## src/rtl/counter_ctrl_pkg.sv

```systemverilog
// -----------------------------------------------------------------------------
// counter_ctrl_pkg
//   Shared definitions for the counter sequencer: FSM state encoding, command
//   opcodes and a small helper that classifies states.
// -----------------------------------------------------------------------------
package counter_ctrl_pkg;

    // Sequencer states. DONE is a single-cycle completion state for one-shot runs.
    typedef enum logic [1:0] {
        ST_IDLE  = 2'b00,
        ST_RUN   = 2'b01,
        ST_PAUSE = 2'b10,
        ST_DONE  = 2'b11
    } state_t;

    // Command opcodes carried on cmd_op.
    localparam logic [1:0] OP_START  = 2'b00;
    localparam logic [1:0] OP_STOP   = 2'b01;
    localparam logic [1:0] OP_PAUSE  = 2'b10;
    localparam logic [1:0] OP_RESUME = 2'b11;

    // A run is in progress (stepping or frozen) in RUN and PAUSE.
    function automatic logic is_busy_state(input state_t s);
        return (s == ST_RUN) || (s == ST_PAUSE);
    endfunction

endpackage

```

## src/rtl/counter_prescaler.sv

```systemverilog
// -----------------------------------------------------------------------------
// counter_prescaler
//   Divides enabled cycles into step pulses: step is high on every (div+1)-th
//   enabled cycle. A disabled cycle freezes the phase, so a paused run resumes
//   exactly where it left off.
// Ports
//   clk     in   rising-edge clock
//   reset   in   asynchronous active-low reset
//   enable  in   count this cycle
//   clear   in   force phase back to 0 (start of a new run)
//   div     in   divider value; step when phase == div
//   step    out  combinational step strobe (enable && phase == div)
// -----------------------------------------------------------------------------
module counter_prescaler
    import counter_ctrl_pkg::*;
#(
    parameter int PRESCALE_W = 4
) (
    input  logic                  clk,
    input  logic                  reset,
    input  logic                  enable,
    input  logic                  clear,
    input  logic [PRESCALE_W-1:0] div,
    output logic                  step
);

    localparam logic [PRESCALE_W-1:0] PH_ONE = {{(PRESCALE_W-1){1'b0}}, 1'b1};

    logic [PRESCALE_W-1:0] phase_r;
    logic [PRESCALE_W-1:0] phase_next_s;

    assign step = enable && (phase_r == div);

    // Next phase: clear wins, otherwise advance and wrap on step, hold when disabled.
    always_comb begin
        phase_next_s = phase_r;
        if (clear) begin
            phase_next_s = '0;
        end else if (enable) begin
            if (step) begin
                phase_next_s = '0;
            end else begin
                phase_next_s = phase_r + PH_ONE;
            end
        end else begin
            phase_next_s = phase_r;
        end
    end

    // Phase register.
    always_ff @(posedge clk or negedge reset) begin
        if (!reset) begin
            phase_r <= '0;
        end else begin
            phase_r <= phase_next_s;
        end
    end

endmodule

```

## src/rtl/counter_ctrl.sv

```systemverilog
// -----------------------------------------------------------------------------
// counter_ctrl
//   Command-driven sequencer for a small up-counter. Accepts START / STOP /
//   PAUSE / RESUME commands, latches the run configuration on START, steps the
//   count through a prescaler and reports tick / done / err events.
// Ports
//   clk           in   rising-edge clock
//   reset         in   asynchronous active-low reset
//   cmd_valid     in   command present
//   cmd_ready     out  command can be accepted (low only in DONE and in reset)
//   cmd_op        in   00 START, 01 STOP, 10 PAUSE, 11 RESUME
//   cfg_limit     in   terminal count, sampled on accepted START
//   cfg_reload    in   1 auto-reload, 0 one-shot, sampled on accepted START
//   cfg_prescale  in   step every cfg_prescale+1 running cycles, sampled on START
//   count         out  current count
//   busy          out  RUN or PAUSE
//   paused        out  PAUSE
//   tick          out  1-cycle pulse coinciding with the terminal-step count update
//   done          out  1-cycle pulse during the DONE cycle of a one-shot run
//   err           out  1-cycle pulse after an illegal accepted command
// All outputs are registered; effects of a command appear the cycle after it
// is accepted.
// -----------------------------------------------------------------------------
module counter_ctrl
    import counter_ctrl_pkg::*;
#(
    parameter int WIDTH      = 4,
    parameter int PRESCALE_W = 4
) (
    input  logic                  clk,
    input  logic                  reset,
    input  logic                  cmd_valid,
    output logic                  cmd_ready,
    input  logic [1:0]            cmd_op,
    input  logic [WIDTH-1:0]      cfg_limit,
    input  logic                  cfg_reload,
    input  logic [PRESCALE_W-1:0] cfg_prescale,
    output logic [WIDTH-1:0]      count,
    output logic                  busy,
    output logic                  paused,
    output logic                  tick,
    output logic                  done,
    output logic                  err
);

    localparam logic [WIDTH-1:0] CNT_ONE = {{(WIDTH-1){1'b0}}, 1'b1};

    state_t                state_r;
    state_t                state_next_s;

    logic [WIDTH-1:0]      limit_r;
    logic                  reload_r;
    logic [PRESCALE_W-1:0] prescale_r;

    logic [WIDTH-1:0]      count_r;
    logic [WIDTH-1:0]      count_next_s;

    logic                  cmd_ready_r;
    logic                  busy_r;
    logic                  paused_r;
    logic                  tick_r;
    logic                  done_r;
    logic                  err_r;
    logic                  tick_next_s;
    logic                  err_next_s;

    logic                  accept_s;
    logic                  start_s;
    logic                  halt_s;
    logic                  pre_en_s;
    logic                  step_s;

    assign accept_s = cmd_valid && cmd_ready_r;

    // A new run begins only on an accepted START from IDLE.
    assign start_s = accept_s && (state_r == ST_IDLE) && (cmd_op == OP_START);

    // STOP or PAUSE accepted in RUN pre-empts any step in the same cycle, so the
    // prescaler must not advance either.
    assign halt_s   = accept_s && ((cmd_op == OP_STOP) || (cmd_op == OP_PAUSE));
    assign pre_en_s = (state_r == ST_RUN) && !halt_s;

    counter_prescaler #(
        .PRESCALE_W (PRESCALE_W)
    ) u_prescaler (
        .clk    (clk),
        .reset  (reset),
        .enable (pre_en_s),
        .clear  (start_s),
        .div    (prescale_r),
        .step   (step_s)
    );

    // Next-state, next-count and event decode.
    always_comb begin
        state_next_s = state_r;
        count_next_s = count_r;
        tick_next_s  = 1'b0;
        err_next_s   = 1'b0;
        case (state_r)
            ST_IDLE: begin
                if (accept_s) begin
                    if (cmd_op == OP_START) begin
                        state_next_s = ST_RUN;
                        count_next_s = '0;
                    end else begin
                        err_next_s = 1'b1;
                    end
                end else begin
                    state_next_s = ST_IDLE;
                end
            end
            ST_RUN: begin
                if (accept_s && (cmd_op == OP_STOP)) begin
                    state_next_s = ST_IDLE;
                    count_next_s = '0;
                end else if (accept_s && (cmd_op == OP_PAUSE)) begin
                    state_next_s = ST_PAUSE;
                end else begin
                    // START / RESUME here are illegal but do not disturb stepping.
                    err_next_s = accept_s;
                    if (step_s) begin
                        if (count_r == limit_r) begin
                            tick_next_s = 1'b1;
                            if (reload_r) begin
                                count_next_s = '0;
                            end else begin
                                // One-shot: hold at the limit and finish.
                                state_next_s = ST_DONE;
                            end
                        end else begin
                            count_next_s = count_r + CNT_ONE;
                        end
                    end else begin
                        count_next_s = count_r;
                    end
                end
            end
            ST_PAUSE: begin
                if (accept_s) begin
                    case (cmd_op)
                        OP_RESUME: state_next_s = ST_RUN;
                        OP_STOP: begin
                            state_next_s = ST_IDLE;
                            count_next_s = '0;
                        end
                        default:   err_next_s = 1'b1;
                    endcase
                end else begin
                    state_next_s = ST_PAUSE;
                end
            end
            ST_DONE: begin
                state_next_s = ST_IDLE;
            end
            default: begin
                state_next_s = ST_IDLE;
                count_next_s = '0;
            end
        endcase
    end

    // State, count and registered status / event outputs.
    always_ff @(posedge clk or negedge reset) begin
        if (!reset) begin
            state_r     <= ST_IDLE;
            count_r     <= '0;
            cmd_ready_r <= 1'b0;
            busy_r      <= 1'b0;
            paused_r    <= 1'b0;
            tick_r      <= 1'b0;
            done_r      <= 1'b0;
            err_r       <= 1'b0;
        end else begin
            state_r     <= state_next_s;
            count_r     <= count_next_s;
            cmd_ready_r <= (state_next_s != ST_DONE);
            busy_r      <= is_busy_state(state_next_s);
            paused_r    <= (state_next_s == ST_PAUSE);
            tick_r      <= tick_next_s;
            done_r      <= (state_next_s == ST_DONE);
            err_r       <= err_next_s;
        end
    end

    // Run configuration, captured only on the START that begins a run.
    always_ff @(posedge clk or negedge reset) begin
        if (!reset) begin
            limit_r    <= '0;
            reload_r   <= 1'b0;
            prescale_r <= '0;
        end else if (start_s) begin
            limit_r    <= cfg_limit;
            reload_r   <= cfg_reload;
            prescale_r <= cfg_prescale;
        end else begin
            limit_r    <= limit_r;
            reload_r   <= reload_r;
            prescale_r <= prescale_r;
        end
    end

    assign cmd_ready = cmd_ready_r;
    assign count     = count_r;
    assign busy      = busy_r;
    assign paused    = paused_r;
    assign tick      = tick_r;
    assign done      = done_r;
    assign err       = err_r;

endmodule

```

## config.mk

```make
export PLATFORM = sky130hd
export DESIGN_NAME = counter_ctrl
export DESIGN_NICKNAME = d
export VERILOG_FILES = /design/src/rtl/counter_ctrl_pkg.sv /design/src/rtl/counter_prescaler.sv /design/src/rtl/counter_ctrl.sv
export SDC_FILE = /design/constraint.sdc
export NUM_CORES = 1
export LEC_CHECK = 0
export CAP_MARGIN = 40
export CORE_MARGIN = 2
export CORE_UTILIZATION = 25
export CTS_BUF_LIST = sky130_fd_sc_hd__clkbuf_8
export CTS_CLUSTER_DIAMETER = 80
export CTS_CLUSTER_SIZE = 25
export DETAILED_ROUTE_END_ITERATION = 10
export PLACE_DENSITY = 0.47
export SYNTH_ARGS = -nofsm -noshare
export SYNTH_HDL_FRONTEND = slang
export SYNTH_SLANG_ARGS = --single-unit
export TNS_END_PERCENT = 5
```

## constraint.sdc

```tcl
create_clock -name clk -period 2.42 [get_ports clk]
set_input_delay 0.484 -clock clk [delete_from_list [all_inputs] [get_ports clk]]
set_output_delay 0.484 -clock clk [all_outputs]
set_load 0.02 [all_outputs]
```

==> results of run 1 <==
cell type report:
class	count	share of cell area (%)
clock buffers	3	2.316
clock inverters	1	0.2105
inverters	4	0.8421
multi-input cells	108	38.95
flip-flops and latches	25	35.09
well taps	72	5.053
repair buffers	34	17.54
power groups by stage:
| stage | Combinational [W] | Clock (W) | Sequential [W] |
|---|---|---|---|
| after floorplan | 0.000445 | 0 | 0.000669 |
| after CTS | 0.000641 | 0.000258 | 0.000668 |
| after global placement | 0.000631 | 0 | 0.000676 |
| after detailed placement | 0.000636 | 0 | 0.000677 |
| final | 0.000632 | 0.000255 | 0.000666 |
| after global routing | 0.000712 | 0.000282 | 0.000689 |
logic make-up (layout without fill, tap and decap cells):
logic type,count (synthesis),in the layout
muxes,1,1
xor gates and xnor gates,9,9
adders and majority gates,9,9
DFF,25,25
AOI/OAI and AO/OA,21,21
buffers and inverters,10,42
and+or+nand+nor,68,68
worst max-delay path, stage by stage:
cell             delay (ns)
clkdlybuf4s50_1        0.55
inv_1                  0.09
ha_1                   0.33
a21oi_1                0.09
nand2_1                0.09
nor2_1                 0.06
a221o_1                0.42
ha_1                   0.31
stage by stage:
| step | std cells | power, W |
|---|---|---|
| global route | 247 | 0.001683 |
| global placement | 243 | 0.001307 |
| floorplan | 143 | 0.001114 |
| detailed placement | 243 | 0.001312 |
| CTS | 247 | 0.001566 |
| finish | 247 | 0.001553 |
per-layer routing:
metal	wire, microns	up-vias	GRT usage [%]	share of wire (%)
met5	0	-	0	0
met4	17	0	3.860	0.58
met3	95	2	2.184	3.2
met2	1439	19	18.19	49
met1	1398	534	13.19	47
li1	-	553	-	-
registers in the layout (all words and copies together) (netlist names), 2 cells and up:
register             cells
count                    4
u_prescaler.phase_r      4
prescale_r               4
limit_r                  4
state_r                  2
layout by cell type, fill, tap and decap left out, drive strengths merged, types with 5 or more instances in the layout:
master         count
a21oi              6
buf               11
clkdlybuf4s50     23
dfrtp             25
ha                 9
inv                5
nand2             36
nand3              7
nor2               8
xnor2              5
final timing paths:
check / endpoint / slack, ns / cells after the start
max: busy / 0.16 / 8
min: prescale_r[0] / 0.51 / 2
max reg2reg: busy / 0.48 / 6
min reg2reg: prescale_r[0] / 0.51 / 2
max in group asynchronous: limit_r[2] / 1.59 / 2
min in group asynchronous: paused / 0.57 / 2
synthesized netlist by cell type (all sizes together) (2+ instances only):
cell type and n:
and2 4, nor2 8, xor2 4, dfrtp 25
buf 3, clkbuf 3, ha 9, a21o 2
xnor2 5, a21oi 6, a221o 2, nand3 7
o21ai 2, nand4 2, nand2 36, o32a 2
nor3 3, and3 2, inv 4
==> results.tsv, run 1 <==
stage	metric	value	unit
drt	drt_iter0_drc	46	
global_route	grt-ovfl-total	0	
place	hpwl	2206	microns
sta	rsz0062_at_grt	false	
sta	timing_hold_violations_final	0	
sta	fin_tns_setup	0	ns
pwr	p_sw	0.0005897	W
drt	drc_errors	0	
finish	nFillCells	589	
logic_synthesis	ys_seq_area_share	45.50	%
clocking	numCtsBuffers	3	
worst_setup_path	cp_max_fo	5	
sta	setup_viol	0	
clocking	clk_pin_slew	0.09	ns
worst_setup_path	required	2.58	ns
logic_synthesis	synthSimpleGateAreaFrac	23.93	%
finish	n_antenna_cell	0	
place	pre_cts_ws	-0.1248	ns
logic_synthesis	synth-edff-count	0	
clocking	clk_latency	0.27	ns
pwr	p_comb_share	40.7	%
pwr	swShare	37.97	%
logic_synthesis	yosysTopAreaCell	dfrtp_1	
run_status	status	finished, final reports clean	
worst_setup_path	crit_type	input pin to flip-flop	
logic_synthesis	synth.distinct_cells	36	
clocking	ctsLongestPathBuffers	2	
logic_synthesis	synth_compound_area_share	11.83	%
sta	finalMaxSlewViolations	0	
sta	tightest_slew	0.3685	ns
global_route	grt_max_degree	26	
logic_synthesis	synthArstFlopShare	100.0	%
worst_hold_path	worstHoldPathType	flip-flop to flip-flop	
logic_synthesis	yosysWarnings	0	
clocking	cts_sinks	25	
logic_synthesis	syn_inst	143	
drt	drtPass1Iterations	5	
finish	area_delta_synth_final	29.66	%
logic_synthesis	netlist_top_cells_area	dfrtp_1, nand2_1, ha_1, xnor2_1, nand3_1	
die	dieArea	0.006110	sq mm
logic_synthesis	synth_top_family_by_area	simple AND/OR/NAND/NOR gates	
global_route	antenna_found_initial	0	
sta	finalClockSkew	0.001027	ns
finish	drive_gt1_share	10.86	%
die	die_h	78.17	microns
logic_synthesis	synth.net_count	166	
sta	holdWs	0.5056	ns
die	die_width	78.17	microns
pwr	leakage	0.8275	nW
clocking	cts_hold_buf	0	
logic_synthesis	ys.flop_type	dfrtp_1	
pwr	p_clk_share	16.4	%
place	dpl_cell_area	0.001738	sq mm
die	rows	27	
clocking	cts_setup_buffers	0	
pwr	irDropWorstVdd	0.3308	mV
logic_synthesis	synth_top_area_share	45.50	%
finish	utilization	32.99	%
drt	vias_per_cell	4.486	
global_route	grt_pass1_vias	1171	
sta	fmax	442.2	MHz
drt	routed_wl	2951	microns
worst_setup_path	setup.worst_path.start	cmd_op[0]	
pwr	power_density	871.1	mW/mm^2
logic_synthesis	synth_xor_area_share	5.732	%
clocking	cts_tree	yes	
worst_setup_path	reg2reg_from	u_prescaler.phase_r[1]	
drt	ant_nets	0	
die	start_util	25.44	%
finish	fin_area	0.001783	sq mm
worst_setup_path	cp.arrival	2.42	ns
logic_synthesis	synth.avg_cell_area	9.616	sq um
worst_setup_path	cp-end-kind	flip-flop	
pwr	seqPwrFrac	42.9	%
finish	seqCellArea	625.6	sq um
worst_hold_path	hold_start	prescale_r[0]	
sta	slew_headroom	75.25	%
drt	wl_per_cell	11.95	microns
flow_run	maxCapViolations	0	
global_route	grt_usage	10.62	%
global_route	grt_pass1_wl	5244	microns
logic_synthesis	synth_area	0.001375	sq mm
logic_synthesis	synth-adder-area-share	8.189	%
drt	num_vias	1108	
finish	layout.nets	199	
finish	multi_input_area	694.4	sq um
die	core-area	0.005405	sq mm
clocking	cts-root-buf	clkbuf_8	
logic_synthesis	muxShareOfSynthArea	0.8189	%
pwr	p_int	0.0009634	W
clocking	cts-resized-gates	0	
worst_setup_path	start_kind	input pin	
die	ios	24	
sta	fin_crit_sh	93.44	%
place	io_buffers	23	
logic_synthesis	synth-seq-cells	25	
sta	post-route-min-period	2.261	ns
place	gp_congestion	0.8179	
sta	fin_ws	0.1588	ns
clocking	cts_max_level	1	
No activity file was read; power rests on OpenSTA's default activity.
==> inputs of run 2 (changes only) <==
--- a/config.mk
+++ b/config.mk
@@ -5,8 +5,9 @@
 export SDC_FILE = /design/constraint.sdc
 export NUM_CORES = 1
 export LEC_CHECK = 0
+export ABC_CLOCK_PERIOD_IN_PS = 2420
 export CAP_MARGIN = 40
-export CORE_MARGIN = 2
+export CORE_MARGIN = 5
 export CORE_UTILIZATION = 25
 export CTS_BUF_LIST = sky130_fd_sc_hd__clkbuf_8
 export CTS_CLUSTER_DIAMETER = 80
==> results.tsv, run 2 (synthesis gave the netlist of run 1 again) <==
stage	metric	value	unit
clocking	clk_latency	0.27	ns
pwr	p_int	0.0009681	W
worst_hold_path	worstHoldPathType	flip-flop to flip-flop	
pwr	swShare	37.55	%
clocking	cts_max_level	1	
die	start_util	25.28	%
sta	slew_headroom	74.60	%
die	ios	24	
sta	rsz0062_at_grt	false	
clocking	cts_setup_buffers	0	
drt	vias_per_cell	4.466	
clocking	numCtsBuffers	3	
clocking	cts_tree	yes	
global_route	antenna_found_initial	0	
sta	timing_hold_violations_final	0	
sta	fin_crit_sh	93.03	%
pwr	irDropWorstVdd	0.5082	mV
pwr	power_density	862.1	mW/mm^2
die	die_h	84.17	microns
finish	fin_cells	249	
finish	nFillCells	578	
sta	fmax	444.2	MHz
run_status	status	finished, final reports clean	
worst_hold_path	holdPathStages	2	
pwr	leakage	0.8366	nW
worst_setup_path	cp_max_fo	4	
finish	seqCellArea	625.6	sq um
global_route	grt_max_degree	26	
die	core-area	0.005439	sq mm
pwr	seqPwrFrac	42.8	%
place	hpwl	2309	microns
clocking	cts-root-buf	clkbuf_8	
sta	setup_viol	0	
drt	ant_nets	0	
place	pre_cts_ws	-0.1075	ns
drt	drt_iter0_drc	66	
finish	area_delta_synth_final	30.75	%
finish	multi_input_area	694.4	sq um
die	dieArea	0.007084	sq mm
place	dpl_cell_area	0.001753	sq mm
finish	n_antenna_cell	0	
drt	num_vias	1112	
sta	fin_ws	0.1687	ns
clocking	clk_pin_slew	0.08	ns
global_route	grt-ovfl-total	0	
place	place_inst	245	
die	die_width	84.17	microns
global_route	grt_pass1_wl	5161	microns
sta	post-route-min-period	2.251	ns
clocking	cts_sinks	25	
finish	fin_area	0.001798	sq mm
drt	routed_wl	3030	microns
finish	layout.nets	201	
worst_setup_path	cp.arrival	2.41	ns
worst_setup_path	required	2.58	ns
place	gp_congestion	0.8823	
finish	final_cell_mix	nand2_1, dfrtp_1, clkdlybuf4s50_1	
pwr	p_sw	0.0005820	W
finish	drive_gt1_share	11.86	%
place	io_buffers	23	
finish	layout_commonest_cell	nand2_1	
drt	drc_errors	0	
pwr	p_clk_share	16.2	%
clocking	ctsLongestPathBuffers	2	
clocking	cts-resized-gates	0	
worst_setup_path	cp-end-kind	flip-flop	
die	rows	27	
worst_setup_path	crit_type	input pin to flip-flop	
sta	tightest_slew	0.3782	ns
finish	utilization	33.06	%
worst_setup_path	start_kind	input pin	
sta	finalClockSkew	0.007696	ns
global_route	grt_pass1_vias	1146	
drt	wl_per_cell	12.17	microns
pwr	p_comb_share	41.0	%
worst_setup_path	reg2reg_depth	6	
sta	finalMaxSlewViolations	0	
drt	drtPass1Iterations	4	
flow_run	maxCapViolations	0	
global_route	grt_usage	8.723	%
clocking	cts_hold_buf	0	
## run 2: final timing paths
| check | endpoint | startpoint | slack [ns] |
|---|---|---|---|
| worst max-delay path | busy | cmd_op[0] | 0.17 |
| worst min-delay path | prescale_r[1] | prescale_r[1] | 0.50 |
| worst max register to register | busy | u_prescaler.phase_r[1] | 0.44 |
| worst min register to register | prescale_r[1] | prescale_r[1] | 0.50 |
| max in group asynchronous | u_prescaler.phase_r[0] | reset | 1.59 |
| min in group asynchronous | state_r[1] | reset | 0.57 |
## run 2: worst max-delay path: stages
cell and delay (ns):
clkdlybuf4s50_1 0.53, inv_1 0.08, ha_1 0.33, a21oi_1 0.09
nand2_1 0.09, nor2_1 0.06, a221o_1 0.42, ha_1 0.32
## run 2: layout make-up
class	count	share of cell area [%]
clock inverter	1	0.2088
clock buffer	3	2.296
tap	72	5.010
timing repair buffer	36	18.23
multi-input combinational	108	38.62
inverter	4	0.8351
sequential	25	34.79
## run 2: metal layers
metal | global-route usage [%] | up-vias | share of wire (%)
li1 | - | 556 | -
met1 | 10.94 | 536 | 46
met2 | 15.14 | 16 | 49
met3 | 2.257 | 4 | 3.7
met4 | 1.754 | 0 | 0.69
met5 | 0 | - | 0
## run 2: power by group through the flow
stage	registers, W	clock network, W	logic [W]
after global placement	0.000675	0	0.000635
after CTS	0.000666	0.000268	0.000647
after detailed placement	0.000675	0	0.000645
final	0.000663	0.000251	0.000636
after global routing	0.000683	0.000272	0.000714
after floorplan	0.000669	0	0.000445
## run 2: metrics by stage
| stage | TNS [ns] | power [W] | hold slack, ns |
|---|---|---|---|
| 4_1_cts | 0 | 0.001582 | 0.5101 |
| 5_1_grt | 0 | 0.001669 | 0.5382 |
| 3_3_place_gp | -0.1056 | 0.001310 | 0.4903 |
| 6_report | 0 | 0.001550 | 0.5030 |
| 3_5_place_dp | -0.3770 | 0.001320 | 0.4866 |
| 2_1_floorplan | 0 | 0.001114 | 0.1884 |
==> inputs of run 3 (changes only) <==
--- a/config.mk
+++ b/config.mk
@@ -7,9 +7,9 @@
 export LEC_CHECK = 0
 export ABC_CLOCK_PERIOD_IN_PS = 2420
 export CAP_MARGIN = 40
+export CORE_ASPECT_RATIO = 1.25
 export CORE_MARGIN = 5
 export CORE_UTILIZATION = 25
-export CTS_BUF_LIST = sky130_fd_sc_hd__clkbuf_8
 export CTS_CLUSTER_DIAMETER = 80
 export CTS_CLUSTER_SIZE = 25
 export DETAILED_ROUTE_END_ITERATION = 10
==> results.tsv, run 3 (synthesis gave the netlist of run 1 again) <==
stage	metric	value	unit
worst_hold_path	worstHoldPathType	flip-flop to flip-flop	
drt	ant_nets	0	
worst_setup_path	cp_max_fo	5	
worst_setup_path	reg2reg_depth	6	
worst_setup_path	reg2reg_slack	0.51	ns
die	start_util	25.44	%
sta	timing_hold_violations_final	0	
finish	drive_gt1_share	11.43	%
die	die_width	76.34	microns
clocking	cts-root-buf	clkbuf_8	
sta	slew_headroom	71.30	%
die	die_h	92.92	microns
global_route	grt_max_degree	26	
global_route	grt_pass1_vias	1188	
finish	layout.nets	199	
sta	rsz0062_at_grt	false	
worst_hold_path	hold_end	prescale_r[1]	
worst_setup_path	cp-end-kind	flip-flop	
global_route	grt_usage	8.948	%
die	rows	30	
worst_setup_path	worstReg2RegEnd	busy	
finish	layout_commonest_cell	nand2_1	
clocking	cts_hold_buf	0	
run_status	status	finished, final reports clean	
sta	fin_ws	0.1620	ns
worst_setup_path	crit_type	input pin to flip-flop	
place	dpl_cell_area	0.001728	sq mm
clocking	clk_latency	0.27	ns
clocking	cts_sinks	25	
die	ios	24	
drt	vias_per_cell	4.674	
clocking	cts_max_level	1	
sta	fin_crit_sh	93.30	%
worst_setup_path	start_kind	input pin	
place	io_buffers	23	
worst_setup_path	required	2.58	ns
finish	multi_input_area	694.4	sq um
sta	post-route-min-period	2.258	ns
die	dieArea	0.007093	sq mm
sta	finalMaxSlewViolations	0	
drt	drt_iter0_drc	60	
pwr	leakage	0.8218	nW
sta	fmax	442.9	MHz
pwr	irDropWorstVdd	0.4002	mV
drt	wl_per_cell	12.62	microns
clocking	cts_tree	yes	
place	hpwl	2273	microns
clocking	cts_setup_buffers	0	
finish	nFillCells	571	
worst_setup_path	cp.arrival	2.42	ns
finish	seqCellArea	625.6	sq um
drt	num_vias	1117	
place	gp_congestion	0.8654	
finish	area_delta_synth_final	29.21	%
clocking	cts-resized-gates	0	
flow_run	maxCapViolations	0	
drt	drtPass1Iterations	4	
finish	n_antenna_cell	0	
clocking	clk_pin_slew	0.09	ns
place	pre_cts_ws	-0.1225	ns
worst_hold_path	hold_start	prescale_r[1]	
clocking	ctsLongestPathBuffers	2	
global_route	antenna_found_initial	0	
drt	drc_errors	0	
sta	setup_viol	0	
worst_setup_path	reg2reg_from	u_prescaler.phase_r[1]	
drt	routed_wl	3017	microns
global_route	grt_pass1_wl	5354	microns
worst_hold_path	holdPathStages	2	
sta	tightest_slew	0.4305	ns
pwr	power_density	876.0	mW/mm^2
clocking	numCtsBuffers	3	
global_route	grt-ovfl-total	0	
sta	finalClockSkew	0.001127	ns
finish	fin_area	0.001777	sq mm
die	core-area	0.005405	sq mm
finish	final_cell_mix	nand2_1, dfrtp_1, clkdlybuf4s50_1	
[run 3: cell types whose count changed in the layout (fill, tap and decap cells not counted)]
cell / delta
inv_1: -1
clkinvlp_4: +1
buf_4: -2
[run 3: metrics by stage]
stage | TNS (ns) | instances | hold slack [ns] | total power [W] | utilization [%]
2_1_floorplan | 0 | 143 | 0.1884 | 0.001114 | -
3_3_place_gp | -0.1209 | 235 | 0.4883 | 0.001299 | 31.97
3_5_place_dp | -0.4707 | 235 | 0.4901 | 0.001309 | 31.97
4_1_cts | 0 | 239 | 0.5142 | 0.001579 | 32.87
5_1_grt | 0 | 239 | 0.5330 | 0.001686 | 32.87
6_report | 0 | 239 | 0.5076 | 0.001556 | 32.87
[run 3: worst max-delay path, stage by stage]
cell	delay (ns)
clkdlybuf4s50_1	0.56
inv_1	0.09
ha_1	0.33
a21oi_1	0.09
nand2_1	0.09
nor2_1	0.06
a221o_1	0.41
ha_1	0.31
[run 3: metal layers]
layer | up-vias | track usage [%] | routed length, microns | part of all wire (%)
met5 | - | 0 | 0 | 0
met4 | 0 | 3.644 | 17 | 0.56
met3 | 4 | 2.043 | 149 | 4.9
met2 | 27 | 14.14 | 1373 | 46
met1 | 535 | 11.73 | 1476 | 49
li1 | 551 | - | - | -
[run 3: cell type report]
class / instances / area share (%)
clock inverters: 1 / 0.4225
repair buffers: 34 / 17.61
well taps: 64 / 4.507
clock buffers: 3 / 2.324
flip-flops and latches: 25 / 35.21
multi-input cells: 108 / 39.08
inverters: 4 / 0.8451
[run 3: where the power goes]
group / switching (W) / internal (W)
registers: 0.000120 / 0.000545
clock network: 0.000143 / 0.000117
logic: 0.000329 / 0.000303
total: 0.000592 / 0.000965
[run 3: how the worst max path moves through the flow]
| stage | from | end | slack (ns) | cells after the start |
|---|---|---|---|---|
| 2_1_floorplan | cmd_op[1] | count[2] | 0.47 | 8 |
| 3_3_place_gp | cmd_op[0] | busy | -0.07 | 8 |
| 3_5_place_dp | cmd_op[0] | busy | -0.12 | 8 |
| 4_1_cts | cmd_op[0] | busy | 0.17 | 8 |
| 5_1_grt | cmd_op[0] | count[2] | 0.01 | 8 |
| 6_report | cmd_op[0] | busy | 0.16 | 8 |
